## config.mk

```make
export PLATFORM = sky130hd
export DESIGN_NAME = mem_port_arb
export DESIGN_NICKNAME = d
export VERILOG_FILES = /design/src/rtl/mem_port_arb.sv
export SDC_FILE = /design/constraint.sdc
export NUM_CORES = 1
export LEC_CHECK = 0
export CORE_MARGIN = 3
export CORE_UTILIZATION = 34
export CTS_BUF_LIST = sky130_fd_sc_hd__clkbuf_4 sky130_fd_sc_hd__clkbuf_8
export CTS_CLUSTER_SIZE = 20
export DETAILED_ROUTE_END_ITERATION = 8
export PLACE_DENSITY = 0.72
export RECOVER_POWER = 100
export SLEW_MARGIN = 20
export SYNTH_ARGS = -nofsm -noshare
export SYNTH_HDL_FRONTEND = slang
export SYNTH_SLANG_ARGS = --single-unit
```

## constraint.sdc

```tcl
create_clock -name clk -period 1.6 [get_ports clk]
set_input_delay 0.24 -clock clk [delete_from_list [all_inputs] [get_ports clk]]
set_output_delay 0.24 -clock clk [all_outputs]
set_load 0.005 [all_outputs]
```

## src/rtl/mem_port_arb.sv

```systemverilog
// Arbitrates one single-port memory between instruction fetch (IF) and the data path (D).
// Latency: req sampled in IDLE at T -> gnt at T+1 -> ack at T+MEM_LAT+2; one access in flight at a time.
// Backpressure: req is held by the requester until gnt; halt (IDLE only) or a busy FSM leaves req pending.
//
// Ports: clk/rst_f (sync, active-low); halt; IF side if_req/if_addr -> if_gnt/if_ack/if_rdata;
//        D side d_req/d_we/d_addr/d_wdata -> d_gnt/d_ack/d_rdata;
//        memory side mem_en/mem_we/mem_addr/mem_wdata -> mem_rdata; busy = FSM not in IDLE.
module mem_port_arb #(
  parameter int AW      = 16,
  parameter int DW      = 32,
  parameter int MEM_LAT = 2
) (
  input  logic          clk,
  input  logic          rst_f,
  input  logic          halt,
  input  logic          if_req,
  input  logic [AW-1:0] if_addr,
  output logic          if_gnt,
  output logic          if_ack,
  output logic [DW-1:0] if_rdata,
  input  logic          d_req,
  input  logic          d_we,
  input  logic [AW-1:0] d_addr,
  input  logic [DW-1:0] d_wdata,
  output logic          d_gnt,
  output logic          d_ack,
  output logic [DW-1:0] d_rdata,
  output logic          mem_en,
  output logic          mem_we,
  output logic [AW-1:0] mem_addr,
  output logic [DW-1:0] mem_wdata,
  input  logic [DW-1:0] mem_rdata,
  output logic          busy
);

  typedef enum logic [1:0] {S_IDLE, S_ISSUE, S_WAIT, S_RESP} state_t;

  // MEM_LAT is 1..4, so the WAIT countdown (MEM_LAT-1 .. 0) fits in 2 bits.
  localparam int            CW       = 2;
  localparam logic [CW-1:0] CNT_INIT = CW'(MEM_LAT - 1);

  state_t          state_q, state_d;
  logic [CW-1:0]   cnt_q, cnt_d;
  logic            win_d_q, win_d_d;     // 1 = current access belongs to D
  logic            last_d_q, last_d_d;   // 1 = last tie went to D
  logic            we_q, we_d;
  logic            pick_d;
  logic            if_gnt_q, if_gnt_d, d_gnt_q, d_gnt_d;
  logic            if_ack_q, if_ack_d, d_ack_q, d_ack_d;
  logic [DW-1:0]   if_rdata_q, if_rdata_d, d_rdata_q, d_rdata_d;
  logic            mem_en_q, mem_en_d, mem_we_q, mem_we_d;
  logic [AW-1:0]   mem_addr_q, mem_addr_d;
  logic [DW-1:0]   mem_wdata_q, mem_wdata_d;
  logic            busy_q, busy_d;

  always_comb begin
    state_d     = state_q;
    cnt_d       = cnt_q;
    win_d_d     = win_d_q;
    last_d_d    = last_d_q;
    we_d        = we_q;
    pick_d      = 1'b0;
    if_gnt_d    = 1'b0;
    d_gnt_d     = 1'b0;
    if_ack_d    = 1'b0;
    d_ack_d     = 1'b0;
    if_rdata_d  = if_rdata_q;
    d_rdata_d   = d_rdata_q;
    mem_en_d    = 1'b0;
    mem_we_d    = 1'b0;
    // The address/data registers double as the latch for the winner's request.
    mem_addr_d  = mem_addr_q;
    mem_wdata_d = mem_wdata_q;

    unique case (state_q)
      S_IDLE: begin
        if (!halt && (if_req || d_req)) begin
          // On a tie the port that did not win the previous tie goes first.
          pick_d  = d_req && (!if_req || !last_d_q);
          win_d_d = pick_d;
          if (if_req && d_req) last_d_d = pick_d;
          we_d        = pick_d ? d_we : 1'b0;
          mem_addr_d  = pick_d ? d_addr : if_addr;
          mem_wdata_d = pick_d ? d_wdata : '0;
          // Outputs below are what the ISSUE cycle shows.
          if_gnt_d = !pick_d;
          d_gnt_d  = pick_d;
          mem_en_d = 1'b1;
          mem_we_d = pick_d ? d_we : 1'b0;
          state_d  = S_ISSUE;
        end
      end
      S_ISSUE: begin
        cnt_d   = CNT_INIT;
        state_d = S_WAIT;
      end
      S_WAIT: begin
        if (cnt_q == '0) begin
          if (!we_q) begin
            if (win_d_q) d_rdata_d  = mem_rdata;
            else         if_rdata_d = mem_rdata;
          end
          if_ack_d = !win_d_q;
          d_ack_d  = win_d_q;
          state_d  = S_RESP;
        end else begin
          cnt_d = cnt_q - 2'd1;
        end
      end
      S_RESP: begin
        state_d = S_IDLE;
      end
      default: state_d = S_IDLE;
    endcase

    busy_d = (state_d != S_IDLE);
  end

  always_ff @(posedge clk) begin
    if (!rst_f) begin
      state_q     <= S_IDLE;
      cnt_q       <= '0;
      win_d_q     <= 1'b0;
      last_d_q    <= 1'b0;
      we_q        <= 1'b0;
      if_gnt_q    <= 1'b0;
      d_gnt_q     <= 1'b0;
      if_ack_q    <= 1'b0;
      d_ack_q     <= 1'b0;
      if_rdata_q  <= '0;
      d_rdata_q   <= '0;
      mem_en_q    <= 1'b0;
      mem_we_q    <= 1'b0;
      mem_addr_q  <= '0;
      mem_wdata_q <= '0;
      busy_q      <= 1'b0;
    end else begin
      state_q     <= state_d;
      cnt_q       <= cnt_d;
      win_d_q     <= win_d_d;
      last_d_q    <= last_d_d;
      we_q        <= we_d;
      if_gnt_q    <= if_gnt_d;
      d_gnt_q     <= d_gnt_d;
      if_ack_q    <= if_ack_d;
      d_ack_q     <= d_ack_d;
      if_rdata_q  <= if_rdata_d;
      d_rdata_q   <= d_rdata_d;
      mem_en_q    <= mem_en_d;
      mem_we_q    <= mem_we_d;
      mem_addr_q  <= mem_addr_d;
      mem_wdata_q <= mem_wdata_d;
      busy_q      <= busy_d;
    end
  end

  assign if_gnt    = if_gnt_q;
  assign d_gnt     = d_gnt_q;
  assign if_ack    = if_ack_q;
  assign d_ack     = d_ack_q;
  assign if_rdata  = if_rdata_q;
  assign d_rdata   = d_rdata_q;
  assign mem_en    = mem_en_q;
  assign mem_we    = mem_we_q;
  assign mem_addr  = mem_addr_q;
  assign mem_wdata = mem_wdata_q;
  assign busy      = busy_q;

endmodule

```

Word-level counts from Yosys, hierarchy flattened
Cells that the tools add are included.

storage, ports and cells
  register bits = 126

cells by class
  $add $sub $neg = 1
  reduce and logical (&&, ||, !) cells = 22
  muxes and demuxes = 9
  equal/unequal tests = 4
  bitwise logic cells = 2

operators with widths
  cell                 count
  $mux 32              1
  $mux 16              1
  $reduce_and 3->1     3
  $pmux 2 s4           1
  $reduce_and 4->1     2
  $mux 2               3
  $reduce_and 2->1     3
  $logic_not 1->1      5
  $eq 2x2->1 const B   2
  $logic_not 2->1      2
  $pmux 2 s2           1
  $reduce_bool 2->1    2
  $logic_and 1x1->1    3
  $eq 2x1->1 const B   1
  $logic_or 1x1->1     2
  $mux 1               2
  $ne 2x2->1 const B   1
  $not 1->1            2
  $sub 2x1->2 const B  1

Depth between registers and ports, before layout
  word-level depth = 5
  gate-level depth with buffers = 7

Worst setup path before layout
No wires, ideal clock.

  path type = register to register
  start point = reg state_q[0]
  end point = reg mem_wdata_q[10], in the netlist mem_wdata[10]
  cell stages (with the launch flop) = 8
  arrival = 1.466 ns
  library setup time = 0.117 ns
  path slack = 0.017 ns
  path through = dfxtp_1 inv_1 ha_1 and2b_1 and4_1 buf_6 buf_2 a22o_1

on the way
  longest elaborated chain between the ends = 2

ends and longest elaborated chain
  what                        line  text
  start: declaration          42    state_t state_q, state_d;
  start signal: assignment    138   state_q <= state_d;
  $logic_not 2->1             75    unique case (state_q)
  $reduce_and 2->1 (no line)  --
  end signal: assignment      152   mem_wdata_q <= mem_wdata_d;
  end: declaration            53    logic [DW-1:0] mem_wdata_q, mem_wdata_d;

Every way passes these cells.
A chain may end at the register's enable or synchronous reset.

Final worst setup path
  start point = reg state_q[0]
  end point = reg mem_wdata_q[21], in the netlist mem_wdata[21]

Same word-level chain as after synthesis.

==> impl_metrics.csv <==
group,metric,value,unit
outcome,status,"completed",
sta,setup-violations-final,0,
drt,vias_per_cell,4.910,
drt,remaining_drc_errors,0,
critical_path,max_stage_delay,0.34,ns
critical_path,cpMaxStageDelayCell,"dfxtp_2",
sta,fin_skew,0.009585,ns
pwr,leakage,2.903,nW
critical_path,cp-start-kind,"register",
drt,first_pass_iters,4,
place,dpl_cell_area,6857,sq um
finish,fin_nets,775,
sta,hold_viol_final,0,
sta,period_share,97.21,%
yosys,synth.cell_area,4502,sq um
yosys,syn_avg_cell_area,10.00,sq um
finish,drive_above_1_share,11.00,%
clock_tree,clk_path_buf_depth,2,
global_routing,grt_antenna_before_repair,0,
clock_tree,worstSkewPairLatency,0.42,ns
floorplanning,core_area,12770,sq um
floorplanning,die_h,121.1,microns
yosys,syn-num-nets,556,
drt,routed-via-count,4193,
finish,areaGrowthSynthToFinish,66.43,%
drt,drtAntennaViolNets,0,
finish,stdcell_area,7492,sq um
clock_tree,cts_tree,"yes",
place,gp_congestion,0.7731,
floorplanning,row_count,41,
sta,drv_slew,0,
yosys,synthCells,450,
critical_path,path_class,"reg -> reg",
place,dpl.hpwl,9.259,mm
critical_path,crit_chain,"inv_1 > ha_2 > and2b_1 > buf_4 > a21oi_4 > buf_12 > clkbuf_16 > a22o_1",
sta,max_freq,642.9,MHz
critical_path,path_delay_family,"buffers and inverters",
sta,max_slew_margin,72.23,%
yosys,synth_area_leaders,"dfxtp_1 56%, o21ai_0 7.3%, nand3_1 7.1%",
sta,period_needed,1.555,ns
global_routing,grt_pass1_wl,20.31,mm
clock_tree,cts.sinks,126,
yosys,ys_seq_area_share,56.03,%
drt,wire_per_inst,16.09,microns
global_routing,grt.total_usage,17.35,%
sta,hold_ws,0.2246,ns
pwr,irDropWorstVdd,0.5995,mV
place,portBuffers,220,
floorplanning,die-width,121.1,microns
floorplanning,start_util,35.24,%
yosys,synth_top_area_cell,"dfxtp_1",
yosys,ys.warnings.count,0,
clock_tree,clk_pin_slew,0.07,ns
critical_path,crit_required,1.96,ns
clock_tree,holdBufCountCts,0,
clock_tree,cts_htree_levels,4,
critical_path,cp.arrival,1.92,ns
critical_path,crit_buf_inv,4,
critical_path,worstSetupEndpointType,"register",
clock_tree,cts_made_buffers,17,
worst_hold_path,hp-class,"in -> reg",
global_routing,grt_max_degree,100,
floorplanning,dieArea,14660,sq um
sta,setup_ws,0.04460,ns
yosys,yosys.area.top_type_share,56.03,%
flow_run,drv_cap,0,
floorplanning,io_pins,221,
drt,drt_wl_total,13.74,mm
global_routing,grt-ovfl-total,0,
drt,drtIter0Drc,241,
critical_path,critPathMaxFanout,8,
yosys,synthDistinctLibCells,35,
sta,worst_slew_pin_slew,0.4165,ns
clock_tree,root_buffer,"clkbuf_8",
place,place_ws,-0.1245,ns
global_routing,grt_pass1_vias,4109,
finish,fill_cells,1053,
sta,finalSetupTns,0,ns
yosys,ys_ff_latch,126,
pwr,powerDensity,1256,nW/um^2
finish,antennaDiodeCount,0,
[metal layers]
| metal | GRT usage [%] | routed length [microns] |
|---|---|---|
| met1 | 20.09 | 5612 |
| met2 | 29.21 | 6883 |
| met3 | 5.315 | 907 |
| met4 | 8.144 | 338 |
| met5 | 0 | 0 |
[cells in the mapped netlist (all sizes together)]
cell,number
o22ai,1
clkbuf,13
nand2,34
or2,1
o311a,1
and3,1
ha,4
xor2,1
and2,4
buf,28
a211oi,16
nand3,64
a21o,1
a21oi,21
a22o,33
inv,6
o21ai,66
a21boi,1
and4,1
and2b,1
or3,1
dfxtp,126
nor2,3
nor3b,1
mux2i,16
nor3,1
nand4bb,1
nand4b,2
nor2b,1
[worst min-delay path, delay by kind of cell]
family | cells | cell delay [ns]
AND/OR/NAND/NOR | 1 | 0.13
buffers and inverters | 2 | 0.24
[report_power, final]
part           leakage [nW]  switching [W]  internal, W
Combinational          1.66        0.00115      0.00147
Sequential             1.02       0.000212      0.00355
Clock                 0.222        0.00122      0.00181
[cell usage in the layout, fill, tap and decap left out, drive strengths merged]
master         synthesis  final
dlymetal6s2s           0      7
dfxtp                126    126
nor2                   3      3
and4                   1      1
xor2                   1      1
and2b                  1      1
a21o                   1      1
o21ai                 66     66
a21boi                 1      1
o22ai                  1      1
clkinv                 0      5
nand3                 64     64
ha                     4      4
bufinv                 0      4
clkdlybuf4s50          0    212
nor3                   1      1
a22o                  33     33
a21oi                 21     21
a211oi                16     16
or2                    1      1
clkbuf                13     25
and2                   4      4
mux2i                 16     16
clkinvlp               0      2
inv                    6      6
buf                   28     18
o311a                  1      1
nand2                 34     34
nand4b                 2      2
nand4bb                1      1
and3                   1      1
nor2b                  1      1
nor3b                  1      1
or3                    1      1
[per-stage QoR]
stage / util [%] / cells / power (W)
floorplan: - / 450 / 0.004925
detailed placement: 53.68 / 815 / 0.006237
global placement: 53.68 / 815 / 0.006150
finish: 58.65 / 854 / 0.009409
global route: 58.65 / 854 / 0.009927
CTS: 57.13 / 847 / 0.009302
[final cells by class]
| cell class | instances | area (sq um) | area share (%) |
|---|---|---|---|
| clock buffers | 21 | 276.5 | 3.691 |
| clock inverters | 11 | 163.9 | 2.188 |
| inverters | 6 | 22.52 | 0.3006 |
| multi-input cells | 277 | 1762 | 23.51 |
| flip-flops and latches | 126 | 2524 | 33.68 |
| well taps | 172 | 215.2 | 2.872 |
| repair buffers | 241 | 2529 | 33.75 |
[path summary, 6_finish.rpt]
kind	slack, ns	startpoint	depth (start not counted)	endpoint
setup / recovery	0.04	state_q[0]	8	mem_wdata[21]
hold / removal	0.22	rst_f	3	last_d_q
setup reg to reg	0.04	state_q[0]	8	mem_wdata[21]
hold reg to reg	0.47	d_rdata[24]	2	d_rdata[24]
[registers in the layout, summed over array words and instances, names as in the netlist]
signal / flops
we_q: 1
d_ack: 1
busy: 1
mem_addr: 16
d_gnt: 1
last_d_q: 1
mem_en: 1
mem_we: 1
cnt_q: 2
mem_wdata: 32
if_rdata: 32
if_ack: 1
if_gnt: 1
win_d_q: 1
state_q: 2
d_rdata: 32
[cell families after synthesis]
group	after synthesis	synth area share [%]
buffers and inverters	47	5.697
AOI/OAI and AO/OA	140	20.82
adders and majority gates	4	1.112
DFF	126	56.03
muxes	16	3.557
xor gates and xnor gates	1	0.1946
and+or+nand+nor	116	12.59
[what timing repair did]
| item | in CTS | in global routing |
|---|---|---|
| gates resized for setup | 0 | 18 |
| endpoints found under the hold margin | 0 | 0 |
| buffers inserted | 0 | 2 |
| setup endpoints to repair | 0 | 58 |
No activity file was read; power rests on OpenSTA's default activity.
